--- src/rtl/dcache_wt.sv ---
// Direct-mapped, write-through, no-write-allocate data cache.
// 16 lines x 4 words x 32 bits, 16-bit byte address (tag[15:8], index[7:4], word[3:2]).
// Ports:
//   clk, rst                  - clock, synchronous active-high reset
//   cpu_req/cpu_we/cpu_addr/cpu_wdata - memory-stage request (held while cpu_stall)
//   cpu_rdata, cpu_stall      - load data (0 unless a load completes) and stall
//   mem_rden/mem_rdaddress/mem_read_data - refill read port (combinational data)
//   mem_wren/mem_wraddress/mem_write_data - registered write-through port
module dcache_wt (
    input  logic        clk,
    input  logic        rst,
    input  logic        cpu_req,
    input  logic        cpu_we,
    input  logic [15:0] cpu_addr,
    input  logic [31:0] cpu_wdata,
    output logic [31:0] cpu_rdata,
    output logic        cpu_stall,
    output logic        mem_rden,
    output logic [15:0] mem_rdaddress,
    input  logic [31:0] mem_read_data,
    output logic        mem_wren,
    output logic [15:0] mem_wraddress,
    output logic [31:0] mem_write_data
);
    localparam int unsigned LINES  = 16;
    localparam int unsigned WORDS  = 4;
    localparam int unsigned TAG_W  = 8;
    localparam int unsigned IDX_W  = 4;
    localparam int unsigned WORD_W = 2;
    localparam int unsigned DATA_W = 32;
    localparam int unsigned WADR_W = TAG_W + IDX_W + WORD_W;

    typedef enum logic [1:0] {IDLE, REFILL, WRITE} state_t;

    state_t state, next_state;

    logic [LINES-1:0]  valid;
    logic [TAG_W-1:0]  tag_ram  [LINES];
    logic [DATA_W-1:0] data_ram [LINES*WORDS];

    // Request address fields
    logic [TAG_W-1:0]  req_tag;
    logic [IDX_W-1:0]  req_idx;
    logic [WORD_W-1:0] req_word;
    logic              req_hit;
    logic [1:0]        unused_addr_bits;

    assign req_tag          = cpu_addr[15:8];
    assign req_idx          = cpu_addr[7:4];
    assign req_word         = cpu_addr[3:2];
    assign req_hit          = valid[req_idx] && (tag_ram[req_idx] == req_tag);
    assign unused_addr_bits = cpu_addr[1:0];

    // Refill line base and beat counter
    logic [TAG_W-1:0]  rf_tag;
    logic [IDX_W-1:0]  rf_idx;
    logic [WORD_W-1:0] beat;

    // Latched store (word address and data) and registered write enable
    logic [WADR_W-1:0] wr_waddr;
    logic [DATA_W-1:0] wr_data;
    logic              wren_q;
    logic              wr_hit;

    assign wr_hit = valid[wr_waddr[5:2]] && (tag_ram[wr_waddr[5:2]] == wr_waddr[13:6]);

    // State register
    always_ff @(posedge clk) begin
        state <= next_state;
    end

    // Next-state logic
    always_comb begin
        next_state = state;
        if (rst) begin
            next_state = IDLE;
        end else begin
            case (state)
                IDLE: begin
                    if (cpu_req) begin
                        if (cpu_we)        next_state = WRITE;
                        else if (!req_hit) next_state = REFILL;
                    end
                end
                REFILL:  if (beat == 2'd3) next_state = IDLE;
                WRITE:   next_state = IDLE;
                default: next_state = IDLE;
            endcase
        end
    end

    // Output logic; reset masks every strobe and the load data
    always_comb begin
        cpu_stall     = 1'b0;
        cpu_rdata     = '0;
        mem_rden      = 1'b0;
        mem_rdaddress = '0;
        if (!rst) begin
            case (state)
                IDLE: begin
                    if (cpu_req && (cpu_we || !req_hit)) cpu_stall = 1'b1;
                    if (cpu_req && !cpu_we && req_hit)
                        cpu_rdata = data_ram[{req_idx, req_word}];
                end
                REFILL: begin
                    cpu_stall     = 1'b1;
                    mem_rden      = 1'b1;
                    mem_rdaddress = {rf_tag, rf_idx, beat, 2'b00};
                end
                default: ;
            endcase
        end
    end

    assign mem_wren       = wren_q & ~rst;
    assign mem_wraddress  = {wr_waddr, 2'b00};
    assign mem_write_data = wr_data;

    // Control registers: valid bits, tags, refill/store latches
    always_ff @(posedge clk) begin
        if (rst) begin
            valid  <= '0;
            beat   <= '0;
            wren_q <= 1'b0;
        end else begin
            wren_q <= (next_state == WRITE);
            if (state == IDLE && cpu_req) begin
                if (cpu_we) begin
                    wr_waddr <= cpu_addr[15:2];
                    wr_data  <= cpu_wdata;
                end else if (!req_hit) begin
                    rf_tag <= req_tag;
                    rf_idx <= req_idx;
                    beat   <= '0;
                end
            end
            if (state == REFILL) begin
                beat <= beat + 2'd1;
                // Invalidate first so a half-filled line never hits
                if (beat == 2'd0) valid[rf_idx] <= 1'b0;
                if (beat == 2'd3) begin
                    valid[rf_idx]   <= 1'b1;
                    tag_ram[rf_idx] <= rf_tag;
                end
            end
        end
    end

    // Data array: refill beats and write-through hit updates
    always_ff @(posedge clk) begin
        if (!rst && state == REFILL)
            data_ram[{rf_idx, beat}] <= mem_read_data;
        else if (!rst && state == WRITE && wr_hit)
            data_ram[wr_waddr[5:0]] <= wr_data;
    end

endmodule
--- config.mk ---
export PLATFORM = sky130hd
export DESIGN_NAME = dcache_wt
export DESIGN_NICKNAME = d
export VERILOG_FILES = /design/src/rtl/dcache_wt.sv
export SDC_FILE = /design/constraint.sdc
export NUM_CORES = 2
export LEC_CHECK = 0
export CORE_ASPECT_RATIO = 0.75
export CORE_MARGIN = 2
export CORE_UTILIZATION = 41
export DETAILED_ROUTE_END_ITERATION = 10
export GPL_TIMING_DRIVEN = 0
export PLACE_DENSITY_LB_ADDON = 0.3
export SKIP_LAST_GASP = 1
export SYNTH_ARGS = -nofsm -noshare
export SYNTH_HDL_FRONTEND = slang
export SYNTH_SLANG_ARGS = --single-unit
--- constraint.sdc ---
create_clock -name clk -period 10.3 [get_ports clk]
set_clock_uncertainty 0.2 [all_clocks]
set_input_delay 3.09 -clock clk [delete_from_list [all_inputs] [get_ports clk]]
set_output_delay 3.09 -clock clk [all_outputs]
set_load 0.01 [all_outputs]
==> impl_metrics.yaml <==
status:
  outcome: "finished, final reports clean"
layout:
  fin_area_mm2: 0.105
  regArea_mm2: 0.0676
  fillerInstances: 16779
  nNetsFinal: 4315
  syn_to_final_growth_pct: 19.3
  multiInputGateArea_mm2: 0.0209
  drive_gt1_frac: 0.339
  utilization: 0.492
floorplan:
  die_area_mm2: 0.219
  core-area_mm2: 0.214
  initial_core_util: 0.412
  die_h_um: 406
  fp.dieW_um: 540
  rows: 147
  ios: 183
global_route:
  antenna_found_initial: 30
  grt_pass1_wl_mm: 341
  grt_usage: 0.223
  grt_max_degree: 65
  grt_remaining_overflow: 0
  grt_pass1_vias: 42961
synthesis:
  synth_cells: 3665
  ys_ff_latch: 2259
  avgSynthCellArea_um2: 24.1
  ys_seq_area_frac: 0.766
  synth_flop_cell: "edfxtp_1"
  synth_edf_count: 2234
  yosysTopAreaCell: "edfxtp_1"
  yosysWarnings: 0
  async_flop_share: 0
  synth_area_mm2: 0.0882
  synth_top_area_frac: 0.761
  synth.distinct_cells: 55
  synth.top_cells.by_area: "edfxtp_1 76%, mux4_2 19%, dfxtp_1 0.57%"
pwr:
  power_density_mw_per_mm2: 176
  p_leak_nw: 32.5
  power_mw: 18.5
  vdd_drop_max_v: 0.000132
clock_network:
  path_clk_slew_ps: 70
  clockRootBuffer: "clkbuf_16"
  numCtsBuffers: 213
  hold_buffers: 0
  cts.sinks: 2259
  ctsHtreeMaxLevel: 4
  clockBufferDepth: 4
  cts_tree: "done"
  insertion_delay_ps: 880
timing:
  slew_violations: 0
  worst_pin_slew_ps: 1470
  fin_crit_sh: 0.999
  finalHoldViolCount: 0
  relSlewSlack: 0.0157
  setup_viol: 0
  timing.fmax_mhz: 97.2
  min_period_ps: 10290
drt:
  drc: 0
  antenna_left: 0
  drt-total-wl_mm: 244
  routedWlPerCell_um: 33.8
  vias: 43631
  drt_iter0_markers: 6709
  firstDrtPassIters: 5
  routed_via_density: 6.03
worst_setup_path:
  crit_type: "in2out"
  critPathRequiredTime_ps: 7010
  startpoint_type: "input pin"
  end_kind: "primary output"
  cp_max_fo: 10
  cp_data_arrival_time_ps: 7000
place:
  hpwl_mm: 168
  port_buffers: 176
  routabilityCongestion: 0.945
  dpl_cell_area_mm2: 0.0981
hold_path:
  hp-class: "reg2reg"
run:
  cap_viol_max_count: 0
[final timing paths]
| path | slack, ps | endpoint | startpoint | cells after the start |
|---|---|---|---|---|
| worst min-delay path | 320 | flip-flop | flip-flop | 2 |
| worst max-delay path | 10 | cpu_rdata[30] | cpu_addr[7] | 13 |
| worst max register to register | 4020 | data_ram[26][12] | flip-flop | 14 |
| worst min register to register | 320 | flip-flop | flip-flop | 2 |
[Yosys cell counts (8+ instances only)]
master    count
edfxtp_1   2234
mux4_2      739
clkbuf_1    123
buf_1        65
nand2_1      52
nor2_1       44
and3_1       40
o32ai_1      39
mux2i_1      37
dfxtp_1      25
o31ai_1      25
mux2_2       24
buf_2        20
o21ai_0      19
nand3_1      17
and2_1       15
mux2_1       12
nor2b_1      11
inv_1        10
buf_4         9
a22oi_1       8
o211ai_1      8
[per-layer routing]
metal / up-vias / routed length [um] / global-route usage
met5: - / 27 / 0
met4: 4 / 5860 / 0.0455
met3: 339 / 27700 / 0.0591
met2: 2386 / 109000 / 0.331
met1: 23778 / 101000 / 0.333
li1: 17124 / - / -
[stage by stage]
step                instances  setup TNS (ps)  worst slack [ps]  hold slack [ps]
finish                   7231               0              14.3              318
global route             7220           -2.88             -2.88              340
CTS                      7217           -12.8             -12.8              313
detailed placement       6842          -66430             -2230              304
global placement         6675        -2128850             -2470              288
floorplan                3668               0              1220              248
[cells in the final DEF, fill, tap and decap left out, drive strengths merged, types with 3 or more instances in the layout]
cell           instances
nand4                  6
xor2                   7
dfxtp                 25
mux4                 739
dlygate4sd2            5
mux2i                 37
a22oi                  8
o32ai                 39
conb                   4
nor2                  44
and2                  15
edfxtp              2234
nor3                   4
diode                 11
nor2b                 11
nand3                 17
o21ai                 19
buf                  264
nand2                 52
nand3b                 6
xnor2                  7
a31o                   4
bufinv                 7
o211ai                 8
clkbuf               380
or3b                   4
and3                  40
inv                   17
a211oi                 3
o311ai                 4
clkdlybuf4s50        170
nand2b                 5
clkinv                91
o31ai                 25
a21oi                  7
mux2                  36
or3                    4
clkinvlp              14
[registers in the layout, indices dropped and copies added, names as in the netlist, named ones only]
| name | count |
|---|---|
| rf_tag | 8 |
| state | 2 |
| tag_ram | 128 |
| data_ram | 2048 |
| valid | 15 |
| rf_idx | 4 |
| beat | 2 |
| wr_waddr | 14 |
| wren_q | 1 |
| mem_write_data | 32 |
[power breakdown]
| group | switching (mW) | total (mW) | internal [mW] |
|---|---|---|---|
| combinational | 0.637 | 1.06 | 0.424 |
| sequential | 0.0128 | 10.1 | 10.1 |
| clock | 3.38 | 7.36 | 3.97 |
| total | 4.03 | 18.5 | 14.5 |
[cell type report]
| cell class | instances | area share |
|---|---|---|
| clock buffer | 259 | 0.0525 |
| timing repair buffer | 348 | 0.0506 |
| sequential | 2259 | 0.643 |
| tap | 2831 | 0.0337 |
| buffer | 215 | 0.0137 |
| inverter | 13 | 0.000524 |
| multi-input combinational | 1179 | 0.199 |
| clock inverter | 116 | 0.00732 |
| antenna | 11 | 0.000262 |
[logic make-up after synthesis]
group,synth area share
AOI/OAI and AO/OA,0.0113
xor gates and xnor gates,0.00139
adders and majority gates,0.000284
buffers and inverters,0.0105
DFF,0.766
muxes,0.198
other,0.0000425
and+or+nand+nor,0.0125
[worst max-delay path, stage by stage]
cell and delay, ps:
clkdlybuf4s15_1 470, buf_4 310, buf_4 250, buf_4 310, mux4_2 380, xnor2_1 150, o21a_1 190, a211oi_2 300
and4_4 390, buf_12 160, clkbuf_2 170, and3_1 250, clkdlybuf4s50_1 570
[what timing repair did]
item / CTS / global route
setup endpoints to repair: 33 / 30
cloned: 0 / 0
hold endpoints to repair: 0 / 0
pin swaps: 2 / 3
buffers inserted: 2 / 2
gates resized for setup: 418 / 17
Note: power is estimated with default switching activity, not from simulation.
